$ cat src/rtl/fanout_bcast_driver.sv
// Broadcast driver for a high-fanout net. Each source word is buffered in a
// small FIFO and presented to every sink. A word retires only after every
// sink has accepted it, so one stalled load holds back the source without
// dropping or duplicating words.
module fanout_bcast_driver #(
    parameter int WIDTH     = 8,
    parameter int NUM_SINKS = 20,
    parameter int DEPTH     = 2
) (
    input  logic                           clk,
    input  logic                           rst,
    input  logic                           s_valid,
    output logic                           s_ready,
    input  logic [WIDTH-1:0]               s_data,
    output logic [NUM_SINKS-1:0]           m_valid,
    input  logic [NUM_SINKS-1:0]           m_ready,
    output logic [NUM_SINKS*WIDTH-1:0]     m_data,
    output logic                           busy,
    output logic [15:0]                    bcast_cnt
);

    localparam int PTR_W = (DEPTH > 1) ? $clog2(DEPTH) : 1;
    localparam int CNT_W = $clog2(DEPTH + 1);

    typedef enum logic {
        IDLE    = 1'b0,
        DELIVER = 1'b1
    } state_t;

    state_t               state;
    state_t               state_next;
    logic [WIDTH-1:0]     mem [DEPTH];
    logic [PTR_W-1:0]     rd_ptr;
    logic [PTR_W-1:0]     wr_ptr;
    logic [CNT_W-1:0]     count;
    logic [NUM_SINKS-1:0] done;
    logic [NUM_SINKS-1:0] fire;
    logic                 head_valid;
    logic                 push;
    logic                 retire;

    // Pointer advance with explicit wrap so non-trivial depths stay in range.
    function automatic logic [PTR_W-1:0] ptr_inc(input logic [PTR_W-1:0] p);
        if (p == PTR_W'(DEPTH - 1)) begin
            return '0;
        end
        return p + PTR_W'(1);
    endfunction

    // A head word is on the net exactly while the FSM is delivering.
    assign head_valid = (state == DELIVER);
    // Readiness depends only on registered occupancy, never on sink readiness.
    assign s_ready    = (count < CNT_W'(DEPTH));
    assign push       = s_valid & s_ready;
    assign m_valid    = {NUM_SINKS{head_valid}} & ~done;
    assign fire       = m_valid & m_ready;
    assign retire     = head_valid & (&(done | fire));
    assign m_data     = {NUM_SINKS{mem[rd_ptr]}};
    assign busy       = head_valid;

    // Buffer storage carries no reset; only occupancy decides what is valid.
    always_ff @(posedge clk) begin
        if (push) begin
            mem[wr_ptr] <= s_data;
        end
    end

    // Pointers, occupancy, delivery mask and retire counter.
    always_ff @(posedge clk) begin
        if (rst) begin
            rd_ptr    <= '0;
            wr_ptr    <= '0;
            count     <= '0;
            done      <= '0;
            bcast_cnt <= '0;
        end else begin
            if (push) begin
                wr_ptr <= ptr_inc(wr_ptr);
            end
            if (retire) begin
                rd_ptr    <= ptr_inc(rd_ptr);
                done      <= '0;
                bcast_cnt <= bcast_cnt + 16'd1;
            end else begin
                done <= done | fire;
            end
            if (push && !retire) begin
                count <= count + CNT_W'(1);
            end else if (!push && retire) begin
                count <= count - CNT_W'(1);
            end
        end
    end

    // FSM state register.
    always_ff @(posedge clk) begin
        if (rst) begin
            state <= IDLE;
        end else begin
            state <= state_next;
        end
    end

    // Next state: deliver whenever the buffer will hold at least one word.
    always_comb begin
        state_next = state;
        case (state)
            IDLE: begin
                if (push) begin
                    state_next = DELIVER;
                end
            end
            DELIVER: begin
                if (retire && (count == CNT_W'(1)) && !push) begin
                    state_next = IDLE;
                end
            end
            default: state_next = IDLE;
        endcase
    end

endmodule
$ cat config.mk
export PLATFORM = sky130hd
export DESIGN_NAME = fanout_bcast_driver
export DESIGN_NICKNAME = d
export VERILOG_FILES = /design/src/rtl/fanout_bcast_driver.sv
export SDC_FILE = /design/constraint.sdc
export NUM_CORES = 1
export LEC_CHECK = 0
export BUFFER_PORTS_ARGS = -buffer_cell sky130_fd_sc_hd__buf_2
export CAP_MARGIN = 20
export CORE_MARGIN = 2
export CORE_UTILIZATION = 43
export DETAILED_ROUTE_END_ITERATION = 12
export PLACE_DENSITY = 0.9
export SYNTH_ARGS = -nofsm -noshare
export SYNTH_HDL_FRONTEND = slang
export SYNTH_SLANG_ARGS = --single-unit
$ cat constraint.sdc
create_clock -name clk -period 3.1 [get_ports clk]
set_input_delay 0.93 -clock clk [delete_from_list [all_inputs] [get_ports clk]]
set_output_delay 0.93 -clock clk [all_outputs]
set_load 0.01 [all_outputs]
==> impl_metrics.sql, run 1 <==
INSERT INTO impl_metrics (metric_group, metric, value, unit) VALUES
('sta', 'final.hold.worst_slack', '0.498', 'ns'),
('die', 'rows', '33', ''),
('worst_setup_path', 'worst_r2r_startpoint', 'busy', ''),
('layout', 'final_core_util', '47.6', '%'),
('die', 'die_height', '95.8', 'µm'),
('sta', 'hold_violation_total_from_the_final_report', '0', ''),
('logic_synthesis', 'synth_enable_flop_cells', '16', ''),
('worst_setup_path', 'crit_path_slowest_cell', 'sky130_fd_sc_hd__dfxtp_1', ''),
('clocking', 'holdBufCountCts', '0', ''),
('worst_setup_path', 'end_kind', 'primary output', ''),
('worst_setup_path', 'cp_num_buf_inv', '2', ''),
('clocking', 'cts_setup_buffers', '0', ''),
('power', 'vdd.ir_drop.worst', '0.000314', 'V'),
('sta', 'setup_viol_count_final', '0', ''),
('layout', 'area.sequential', '1320', 'µm²'),
('logic_synthesis', 'ys.warnings.count', '0', ''),
('sta', 'finalCriticalPeriod', '2.58', 'ns'),
('clocking', 'clock-sinks', '58', ''),
('route', 'routed_wire_length_per_instance', '12.8', 'µm'),
('grt', 'grt-ovfl-total', '0', ''),
('route', 'drtIter0Drc', '67', ''),
('die', 'ioPinCount', '229', ''),
('sta', 'setup_clock_skew_after_layout', '0.00688', 'ns'),
('status', 'status', 'complete, no violations', ''),
('route', 'vias', '2831', ''),
('layout', 'fraction_of_final_layout_cells_sized_beyond_drive_strength_1', '53.0', '%'),
('die', 'design.die.area', '9180', 'µm²'),
('logic_synthesis', 'ys_dominant_reg_cell', 'sky130_fd_sc_hd__dfxtp_1', ''),
('grt', 'grtUsageTotal', '14.8', '%'),
('sta', 'max_clock_freq', '387', 'MHz'),
('clocking', 'clock_path_buffers', '2', ''),
('route', 'drt-vias-per-instance', '4.78', ''),
('clocking', 'cts_made_buffers', '9', ''),
('worst_setup_path', 'timing_worst_setup_path_type', 'reg2out', ''),
('route', 'firstDrtPassIters', '5', ''),
('worst_hold_path', 'hold_path_class', 'reg2reg', ''),
('die', 'design.core.area', '8180', 'µm²'),
('place', 'gp_routability_congestion', '0.779', ''),
('logic_synthesis', 'synth_area', '3630', 'µm²'),
('die', 'floorplan.initialDensity', '44.4', '%'),
('sta', 'setup_tns', '0', 'ns'),
('layout', 'antenna_cells', '0', ''),
('worst_setup_path', 'worst-r2r-cell-count', '5', ''),
('logic_synthesis', 'synth_area_per_cell', '8.91', 'µm²'),
('sta', 'worst-slew-pin-transition', '0.504', 'ns'),
('worst_setup_path', 'rr_endpoint', 'bcast_cnt[15]', ''),
('worst_setup_path', 'critical_path_maximum_fanout', '29', ''),
('logic_synthesis', 'post_synth_inst_count', '407', ''),
('sta', 'period_utilization_post_route', '83.2', '%'),
('grt', 'grt_max_degree', '30', ''),
('power', 'power.density_cell_area', '512', 'nW/µm²'),
('power', 'static-leakage-power', '1.85', 'nW'),
('worst_hold_path', 'worst_hold_stages', '2', ''),
('logic_synthesis', 'postSynthNetCount', '441', ''),
('logic_synthesis', 'synth-async-reset-ratio', '0', '%'),
('logic_synthesis', 'synth.lib_cells_used.distinct', '38', ''),
('worst_setup_path', 'timing.critical_path.required', '2.17', 'ns'),
('layout', 'area_delta_synth_final', '7.25', '%'),
('worst_hold_path', 'whs_endpoint', 'done[15]', ''),
('clocking', 'path_clk_slew', '0.07', 'ns'),
('worst_setup_path', 'timing.critical_path.max_delay_family', 'flip-flops', ''),
('worst_setup_path', 'r2r_setup_slack', '0.80', 'ns'),
('grt', 'first_global_vias', '2261', ''),
('sta', 'final-max-slew-violation-count', '0', ''),
('clocking', 'post_cts_resize_count', '0', ''),
('place', 'port_buffers', '228', ''),
('clocking', 'tritoncts', 'built', ''),
('sta', 'rsz0062_at_grt', 'false', ''),
('worst_setup_path', 'cpPeakStageDelay', '0.61', 'ns'),
('clocking', 'clk_root_buffer_cell', 'sky130_fd_sc_hd__clkbuf_8', ''),
('grt', 'grt_pass1_wl', '10400', 'µm');
cell usage in the layout (no fill, tap or decap), types with 3 or more instances in the layout:
| cell | count |
|---|---|
| sky130_fd_sc_hd__a21oi_1 | 38 |
| sky130_fd_sc_hd__o22ai_1 | 9 |
| sky130_fd_sc_hd__buf_4 | 5 |
| sky130_fd_sc_hd__ha_1 | 3 |
| sky130_fd_sc_hd__buf_2 | 228 |
| sky130_fd_sc_hd__or3_1 | 4 |
| sky130_fd_sc_hd__nor2b_1 | 20 |
| sky130_fd_sc_hd__o21ai_0 | 5 |
| sky130_fd_sc_hd__nor2_1 | 29 |
| sky130_fd_sc_hd__dfxtp_1 | 42 |
| sky130_fd_sc_hd__o31ai_1 | 12 |
| sky130_fd_sc_hd__clkbuf_8 | 10 |
| sky130_fd_sc_hd__nand2_1 | 7 |
| sky130_fd_sc_hd__clkinv_2 | 3 |
| sky130_fd_sc_hd__nand4_1 | 6 |
| sky130_fd_sc_hd__or4_1 | 12 |
| sky130_fd_sc_hd__inv_1 | 4 |
| sky130_fd_sc_hd__mux2_2 | 8 |
| sky130_fd_sc_hd__nand3_1 | 4 |
| sky130_fd_sc_hd__edfxtp_1 | 16 |
worst max path at each step:
stage,startpoint,to,slack [ns],cells after the start
after floorplan,m_ready[5],count[0],0.60,9
after detailed placement,m_ready[2],bcast_cnt[15],0.43,6
final,busy,m_valid[1],0.52,3
after CTS,flop,m_data[0],0.46,2
after global placement,m_ready[2],bcast_cnt[15],0.57,6
after global routing,flop,m_data[48],0.43,2
worst reg2reg max path: stages (launching register included):
cell and delay [ns]:
sky130_fd_sc_hd__dfxtp_1 0.61, sky130_fd_sc_hd__a21oi_1 0.17, sky130_fd_sc_hd__nor2_1 0.21, sky130_fd_sc_hd__nand4_1 0.45, sky130_fd_sc_hd__or4_1 0.64, sky130_fd_sc_hd__a21oi_1 0.16
per-layer routing:
layer / routed length [µm] / track usage [%] / vias up / part of all wire, %
met2: 4030 / 26.0 / 128 / 53
met5: 0 / 0 / - / 0
li1: - / - / 1389 / -
met3: 563 / 4.62 / 18 / 7.4
met1: 2780 / 16.1 / 1296 / 37
met4: 198 / 7.38 / 0 / 2.6
metrics by stage:
step / instances / cell area (µm²) / worst slack, ns / power (mW)
5_1_grt: 592 / 3890 / 0.433 / 2.11
2_1_floorplan: 407 / 3630 / 0.604 / 1.39
6_report: 592 / 3890 / 0.519 / 1.99
3_5_place_dp: 576 / 3720 / 0.430 / 1.40
3_3_place_gp: 576 / 3720 / 0.568 / 1.39
4_1_cts: 592 / 3890 / 0.462 / 2.02
cell families (layout without fill, tap and decap cells):
family,after synthesis,count (layout),synth area share [%]
AND/OR/NAND/NOR,92,92,14.0
multiplexers,8,8,2.48
buffers and inverters,173,253,34.0
flip-flops,58,58,36.4
AO/OA/AOI/OAI,70,70,11.4
XOR/XNOR,3,3,0.725
adder cells (fa/ha/maj),3,3,1.04
cell usage after synthesis, types with 2 or more instances:
cell type	n	area share (%)
sky130_fd_sc_hd__or4_1	12	2.5
sky130_fd_sc_hd__edfxtp_1	16	13
sky130_fd_sc_hd__nand3_1	4	0.55
sky130_fd_sc_hd__or3_1	4	0.69
sky130_fd_sc_hd__xor2_1	2	0.48
sky130_fd_sc_hd__buf_4	152	31
sky130_fd_sc_hd__nor2_1	29	3.0
sky130_fd_sc_hd__mux2_2	8	2.5
sky130_fd_sc_hd__dfxtp_1	42	23
sky130_fd_sc_hd__nand2_1	7	0.72
sky130_fd_sc_hd__clkbuf_1	11	1.1
sky130_fd_sc_hd__o22ai_1	9	1.6
sky130_fd_sc_hd__a21oi_1	38	5.2
sky130_fd_sc_hd__and2_1	2	0.35
sky130_fd_sc_hd__nand4_1	6	1.0
sky130_fd_sc_hd__buf_2	4	0.55
sky130_fd_sc_hd__ha_1	3	1.0
sky130_fd_sc_hd__o21ai_0	5	0.69
sky130_fd_sc_hd__nor2b_1	20	3.5
sky130_fd_sc_hd__inv_1	4	0.41
sky130_fd_sc_hd__o31ai_1	12	2.5
where the power goes:
group | leakage (nW) | switching, mW | internal (mW) | total [mW]
logic | 1.27 | 0.310 | 0.217 | 0.527
registers | 0.491 | 0.0291 | 0.827 | 0.856
clock network | 0.0894 | 0.300 | 0.308 | 0.608
state kept, by name, summed over array words and instances (netlist names), named ones only:
name and count:
bcast_cnt 16, count 2, done 20, mem 16, rd_ptr 1, busy 1
wr_ptr 1
layout make-up:
cell class / instances / area share [%]
inverters: 4 / 0.386
clock inverters: 5 / 0.740
well taps: 105 / 3.38
repair buffers: 233 / 30.3
clock buffers: 11 / 3.64
multi-input cells: 176 / 27.6
flip-flops and latches: 58 / 34.0
Power figures use the tool's default switching activity.
==> run 2, diff against run 1 <==
Settings changed: ABC_AREA set to 1, CORE_UTILIZATION 43 to 45.
Clock period 3.1 ns to 2.5 ns, I/O delays scaled along.
==> impl_metrics.sql, run 2 <==
INSERT INTO impl_metrics (metric_group, metric, value, unit) VALUES
('sta', 'rsz0062_at_grt', 'false', ''),
('clocking', 'cts_made_buffers', '9', ''),
('layout', 'largest_reg_flops', '20', ''),
('place', 'port_buffers', '228', ''),
('logic_synthesis', 'postSynthNetCount', '552', ''),
('die', 'rows', '34', ''),
('die', 'chipWidth', '98.7', 'µm'),
('layout', 'final_cell_mix', 'sky130_fd_sc_hd__buf_2 (228), sky130_fd_sc_hd__nand2_1 (78), sky130_fd_sc_hd__nor2_1 (45)', ''),
('logic_synthesis', 'synth.lib_cells_used.distinct', '25', ''),
('grt', 'grt_pass1_wl', '12500', 'µm'),
('place', 'gp_routability_congestion', '0.926', ''),
('die', 'design.die.area', '9750', 'µm²'),
('die', 'design.core.area', '8720', 'µm²'),
('sta', 'max_clock_freq', '423', 'MHz'),
('power', 'power.net_switching', '803', 'µW'),
('place', 'total_placed_cells_including_tap_cells', '697', ''),
('worst_hold_path', 'worst_hold_stages', '2', ''),
('worst_setup_path', 'rr_endpoint', 'count[0]', ''),
('clocking', 'cts_htree_levels', '3', ''),
('sta', 'final.hold.worst_slack', '0.471', 'ns'),
('layout', 'top_regs', 'done (20), bcast_cnt (16), mem (16)', ''),
('grt', 'grt_max_degree', '24', ''),
('clocking', 'clk_root_buffer_cell', 'sky130_fd_sc_hd__clkbuf_8', ''),
('die', 'die_height', '98.7', 'µm'),
('logic_synthesis', 'library_cell_with_the_highest_instance_count_after_synthesis', 'sky130_fd_sc_hd__buf_4', ''),
('place', 'dp_hpwl', '6160', 'µm'),
('die', 'ioPinCount', '229', ''),
('worst_setup_path', 'r2r_setup_slack', '0.42', 'ns'),
('flow_run', 'max_cap_viol_count', '0', ''),
('worst_setup_path', 'timing_worst_setup_path_type', 'reg2out', ''),
('sta', 'setup_tns', '0', 'ns'),
('worst_setup_path', 'worst-r2r-cell-count', '11', ''),
('die', 'floorplan.initialDensity', '46.3', '%'),
('logic_synthesis', 'synth_enable_flop_cells', '16', ''),
('power', 'share_comb_of_total_power', '25.2', '%'),
('route', 'drt-vias-per-instance', '4.52', ''),
('route', 'routed_wire_length_per_instance', '11.4', 'µm'),
('clocking', 'holdBufCountCts', '0', ''),
('route', 'vias', '3226', ''),
('logic_synthesis', 'yosys-top-cells-area', 'sky130_fd_sc_hd__buf_4 (28%), sky130_fd_sc_hd__dfxtp_1 (21%), sky130_fd_sc_hd__edfxtp_1 (12%)', ''),
('power', 'power.share.sequential', '39.7', '%'),
('logic_synthesis', 'synth_area_leader_cell', 'sky130_fd_sc_hd__buf_4', ''),
('logic_synthesis', 'synth-async-reset-ratio', '0', '%'),
('logic_synthesis', 'synth_area', '4040', 'µm²'),
('power', 'static-leakage-power', '2.15', 'nW'),
('sta', 'worst-slew-pin-transition', '0.624', 'ns'),
('route', 'firstDrtPassIters', '4', ''),
('grt', 'first_global_vias', '2660', ''),
('logic_synthesis', 'ys_seq_elements', '58', ''),
('sta', 'slew_headroom', '58.4', '%'),
('status', 'status', 'complete, no violations', ''),
('worst_setup_path', 'timing.critical_path.arrival', '1.61', 'ns'),
('clocking', 'post_cts_resize_count', '0', ''),
('grt', 'grt-ovfl-total', '0', ''),
('logic_synthesis', 'ys_dominant_reg_cell', 'sky130_fd_sc_hd__dfxtp_1', ''),
('layout', 'layout_commonest_cell', 'sky130_fd_sc_hd__buf_2', ''),
('worst_setup_path', 'critical_path_maximum_fanout', '20', ''),
('layout', 'nets', '634', ''),
('layout', 'fraction_of_final_layout_cells_sized_beyond_drive_strength_1', '48.9', '%'),
('logic_synthesis', 'post_synth_inst_count', '518', ''),
('power', 'switching_share', '30.5', '%'),
('route', 'number_of_remaining_drc_errors', '0', ''),
('logic_synthesis', 'netlist_top_cells_count', 'sky130_fd_sc_hd__buf_4 (152), sky130_fd_sc_hd__nand2_1 (78), sky130_fd_sc_hd__nor2_1 (45)', ''),
('power', 'power.density_cell_area', '604', 'nW/µm²'),
('sta', 'setup_viol_count_final', '0', ''),
('route', 'total_wirelength', '8140', 'µm'),
('logic_synthesis', 'netlist.area_leader.share', '28.3', '%'),
('logic_synthesis', 'yosysSeqAreaShare', '32.7', '%'),
('power', 'internal_power', '1.83', 'mW'),
('sta', 'period_utilization_post_route', '94.5', '%'),
('layout', 'antenna_cells', '0', ''),
('sta', 'final-max-slew-violation-count', '0', ''),
('clocking', 'cts_setup_buffers', '0', ''),
('layout', 'finalNonFillerCells', '713', ''),
('worst_setup_path', 'end_kind', 'primary output', ''),
('sta', 'hold_violation_total_from_the_final_report', '0', ''),
('worst_setup_path', 'worst_r2r_startpoint', 'busy', ''),
('logic_synthesis', 'ys.warnings.count', '0', ''),
('clocking', 'clock-sinks', '58', ''),
('worst_setup_path', 'timing.critical_path.required', '1.75', 'ns'),
('worst_setup_path', 'endpoint', 'm_data[26]', ''),
('grt', 'grt_antenna_before_repair', '0', ''),
('clocking', 'clock_path_buffers', '2', ''),
('sta', 'finalCriticalPeriod', '2.36', 'ns'),
('sta', 'setup_clock_skew_after_layout', '0.00621', 'ns'),
('worst_hold_path', 'hold_path_class', 'reg2reg', ''),
('route', 'drtIter0Drc', '121', ''),
('power', 'proportion_of_power_drawn_by_the_clock_network', '35.1', '%'),
('clocking', 'tritoncts', 'built', ''),
('logic_synthesis', 'synth_area_per_cell', '7.80', 'µm²'),
('clocking', 'path_clk_slew', '0.06', 'ns'),
('clocking', 'worst_skew_pair.late_latency', '0.33', 'ns'),
('route', 'route.antenna.remaining_nets', '0', ''),
('layout', 'area_delta_synth_final', '7.87', '%'),
('worst_setup_path', 'critical_path_start_type', 'flop', ''),
('power', 'vdd.ir_drop.worst', '0.000379', 'V'),
('grt', 'grtUsageTotal', '15.5', '%'),
('layout', 'top_register', 'done', '');
==> run 2: changes by cell type after synthesis, sizes merged, moves of 3 or more <==
cell / previous run / this run
buf: 158 / 161
clkbuf: 11 / 5
inv: 4 / 39
nand2: 7 / 105
nand3: 5 / 12
nand4: 6 / 26
nor2: 29 / 50
nor2b: 20 / 0
o21ai: 5 / 2
o22ai: 9 / 0
o31ai: 12 / 0
or3: 4 / 0
or4: 12 / 0
xor2: 2 / 7
==> run 2: cells by family after synthesis <==
| kind of cell | Yosys count | synth area share, % |
|---|---|---|
| fa+ha+maj | 3 | 0.929 |
| buf+inv | 205 | 34.2 |
| mux | 8 | 2.23 |
| simple gates | 195 | 23.0 |
| flops | 58 | 32.7 |
| xor+xnor | 9 | 1.95 |
| compound gates | 40 | 4.96 |
==> run 2: how the worst min path moves through the flow <==
stage / end / start / slack (ns)
after global routing: done[0] / done[0] / 0.49
after detailed placement: done[10] / done[10] / 0.46
final: done[10] / done[10] / 0.47
after floorplan: done[18] / done[18] / 0.45
after global placement: done[19] / done[19] / 0.46
after CTS: done[0] / done[0] / 0.47
==> run 2: power by group through the flow <==
stage | Combinational [mW] | Sequential [mW] | Clock, mW
6_report | 0.664 | 1.04 | 0.925
5_1_grt | 0.730 | 1.05 | 0.981
4_1_cts | 0.674 | 1.04 | 0.944
3_5_place_dp | 0.672 | 1.06 | 0
3_3_place_gp | 0.660 | 1.06 | 0
2_1_floorplan | 0.641 | 1.06 | 0
==> run 2: critical path, cell delays in order (launching register included) <==
cell,delay (ns)
sky130_fd_sc_hd__dfxtp_1,0.59
sky130_fd_sc_hd__mux2_2,0.51
sky130_fd_sc_hd__buf_2,0.18
==> run 2: final cells by class <==
type	instances	area (µm²)
Fill cell	885	4360
Inverter	39	146
Multi-Input combinational cell	255	1340
Sequential cell	58	1320
Timing Repair Buffer	237	1210
Clock inverter	6	81.3
Tap cell	108	135
Clock buffer	10	128
==> run 2: metal layers <==
layer	share of wire, %	up-vias	global-route usage [%]
li1	-	1660	-
met1	41	1413	18.6
met2	51	146	27.3
met3	7.5	7	4.18
met4	0.87	0	4.32
met5	0	-	0
==> run 2: metrics by stage <==
| stage | utilization, % | worst slack (ns) | power (mW) | area, µm² |
|---|---|---|---|---|
| 2_1_floorplan | - | 0.501 | 1.70 | 4040 |
| 3_3_place_gp | 47.6 | 0.363 | 1.72 | 4150 |
| 3_5_place_dp | 47.6 | 0.358 | 1.74 | 4150 |
| 4_1_cts | 50.0 | 0.0772 | 2.66 | 4360 |
| 5_1_grt | 50.0 | 0.0365 | 2.76 | 4360 |
| 6_report | 50.0 | 0.137 | 2.63 | 4360 |
==> run 3, diff against run 2 <==
Settings changed: ABC_AREA 1 to 0, CORE_UTILIZATION 45 to 43.
==> impl_metrics.sql, run 3 (synthesis gave the netlist of run 1 again) <==
INSERT INTO impl_metrics (metric_group, metric, value, unit) VALUES
('clocking', 'holdBufCountCts', '0', ''),
('sta', 'period_utilization_post_route', '95.1', '%'),
('place', 'gp_routability_congestion', '0.767', ''),
('die', 'die_height', '95.8', 'µm'),
('power', 'vdd.ir_drop.worst', '0.000369', 'V'),
('grt', 'grt-ovfl-total', '0', ''),
('worst_setup_path', 'end_kind', 'primary output', ''),
('grt', 'grt_antenna_before_repair', '0', ''),
('clocking', 'clk_root_buffer_cell', 'sky130_fd_sc_hd__clkbuf_8', ''),
('clocking', 'cts_htree_levels', '3', ''),
('place', 'port_buffers', '228', ''),
('die', 'design.die.area', '9180', 'µm²'),
('power', 'power.net_switching', '784', 'µW'),
('sta', 'setup_clock_skew_after_layout', '0.0131', 'ns'),
('place', 'total_placed_cells_including_tap_cells', '578', ''),
('power', 'static-leakage-power', '1.87', 'nW'),
('power', 'power.share.sequential', '40.2', '%'),
('sta', 'final.hold.worst_slack', '0.485', 'ns'),
('layout', 'layout.filler_cells', '762', ''),
('grt', 'grt_pass1_wl', '10700', 'µm'),
('sta', 'finalCriticalPeriod', '2.38', 'ns'),
('layout', 'top_register', 'done', ''),
('power', 'internal_power', '1.84', 'mW'),
('clocking', 'worst_skew_pair.late_latency', '0.33', 'ns'),
('sta', 'setup_viol_count_final', '0', ''),
('worst_setup_path', 'critical_path_start_type', 'flop', ''),
('worst_setup_path', 'timing_worst_setup_path_type', 'reg2out', ''),
('route', 'drtIter0Drc', '58', ''),
('die', 'rows', '33', ''),
('power', 'power.density_cell_area', '665', 'nW/µm²'),
('worst_hold_path', 'hold_path_class', 'reg2reg', ''),
('die', 'floorplan.initialDensity', '44.4', '%'),
('route', 'number_of_remaining_drc_errors', '0', ''),
('sta', 'slew_headroom', '70.4', '%'),
('power', 'total_power', '2.63', 'mW'),
('clocking', 'cts_setup_buffers', '0', ''),
('die', 'design.core.area', '8180', 'µm²'),
('clocking', 'clock-sinks', '58', ''),
('worst_setup_path', 'timing.critical_path.arrival', '1.63', 'ns'),
('clocking', 'clock_path_buffers', '2', ''),
('layout', 'nets', '518', ''),
('grt', 'grtUsageTotal', '14.9', '%'),
('place', 'dp_hpwl', '5710', 'µm'),
('sta', 'rsz0062_at_grt', 'false', ''),
('route', 'vias', '2865', ''),
('sta', 'final-max-slew-violation-count', '0', ''),
('sta', 'worst-slew-pin-transition', '0.443', 'ns'),
('route', 'route.antenna.remaining_nets', '0', ''),
('clocking', 'post_cts_resize_count', '0', ''),
('layout', 'top_regs', 'done (20), bcast_cnt (16), mem (16)', ''),
('sta', 'setup_tns', '0', 'ns'),
('power', 'proportion_of_power_drawn_by_the_clock_network', '34.5', '%'),
('layout', 'layout_commonest_cell', 'sky130_fd_sc_hd__buf_2', ''),
('layout', 'final_core_util', '48.3', '%'),
('clocking', 'tritoncts', 'built', ''),
('status', 'status', 'complete, no violations', ''),
('clocking', 'cts_made_buffers', '9', ''),
('grt', 'first_global_vias', '2396', ''),
('die', 'chipWidth', '95.8', 'µm'),
('layout', 'area_delta_synth_final', '8.87', '%'),
('die', 'ioPinCount', '229', ''),
('power', 'switching_share', '29.9', '%'),
('layout', 'antenna_cells', '0', ''),
('layout', 'finalNonFillerCells', '594', ''),
('flow_run', 'max_cap_viol_count', '0', ''),
('power', 'share_comb_of_total_power', '25.3', '%'),
('layout', 'largest_reg_flops', '20', ''),
('layout', 'final_cell_mix', 'sky130_fd_sc_hd__buf_2 (228), sky130_fd_sc_hd__dfxtp_1 (42), sky130_fd_sc_hd__a21oi_1 (38)', ''),
('route', 'routed_wire_length_per_instance', '12.9', 'µm'),
('sta', 'hold_violation_total_from_the_final_report', '0', ''),
('route', 'drt-vias-per-instance', '4.82', ''),
('route', 'total_wirelength', '7650', 'µm'),
('clocking', 'path_clk_slew', '0.07', 'ns'),
('layout', 'fraction_of_final_layout_cells_sized_beyond_drive_strength_1', '53.2', '%'),
('route', 'firstDrtPassIters', '4', ''),
('worst_setup_path', 'critical_path_maximum_fanout', '20', ''),
('sta', 'max_clock_freq', '420', 'MHz'),
('worst_setup_path', 'timing.critical_path.required', '1.75', 'ns'),
('grt', 'grt_max_degree', '36', '');
run 3: cell count changes in the layout (fill, tap and decap cells not counted), sizes merged, moves of 3 or more:
cell   previous run  this run
inv              39         4
or3               0         4
nand3            12         5
nor2             50        29
nor2b             0        20
or4               0        12
o22ai             0         9
nand4            26         6
xor2              7         2
o21ai             2         5
nand2           105         7
o31ai             0        12
run 3: worst paths after layout:
check | start | end | slack (ns) | depth (start not counted)
worst min register to register | bcast_cnt[15] | bcast_cnt[15] | 0.48 | 2
worst max-delay path | flop | m_data[64] | 0.12 | 2
worst max register to register | busy | count[0] | 0.56 | 8
worst min-delay path | bcast_cnt[15] | bcast_cnt[15] | 0.48 | 2
run 3: stage by stage:
stage	worst slack (ns)	area (µm²)
after floorplan	0.184	3630
after global placement	0.338	3730
after detailed placement	0.274	3730
after CTS	0.0517	3950
after global routing	0.00462	3950
final	0.122	3950
run 3: layer usage:
layer	GRT usage (%)	share of wire [%]	vias to the layer above
met5	0	0	-
met4	7.38	1.5	0
met3	3.99	7.3	10
met2	27.6	54	134
met1	15.5	37	1328
li1	-	-	1393
run 3: area by class of cell:
class                      count  area [µm²]  area share (%)
timing repair buffer         235        1190            30.2
clock buffer                  12         166            4.22
inverter                       4        15.0           0.380
clock inverter                 4        47.5            1.20
multi-input combinational    176        1070            27.2
tap                          105         131            3.33
sequential                    58        1320            33.5
run 3: power groups by stage:
| stage | clock network (mW) | logic (mW) | registers [mW] |
|---|---|---|---|
| final | 0.905 | 0.664 | 1.06 |
| after floorplan | 0 | 0.654 | 1.07 |
| after detailed placement | 0 | 0.671 | 1.08 |
| after CTS | 0.927 | 0.674 | 1.06 |
| after global routing | 0.958 | 0.741 | 1.06 |
| after global placement | 0 | 0.655 | 1.07 |
run 3: critical path, cell delays in order (launching register included):
cell	delay [ns]
sky130_fd_sc_hd__dfxtp_1	0.59
sky130_fd_sc_hd__mux2_2	0.52
sky130_fd_sc_hd__buf_2	0.19
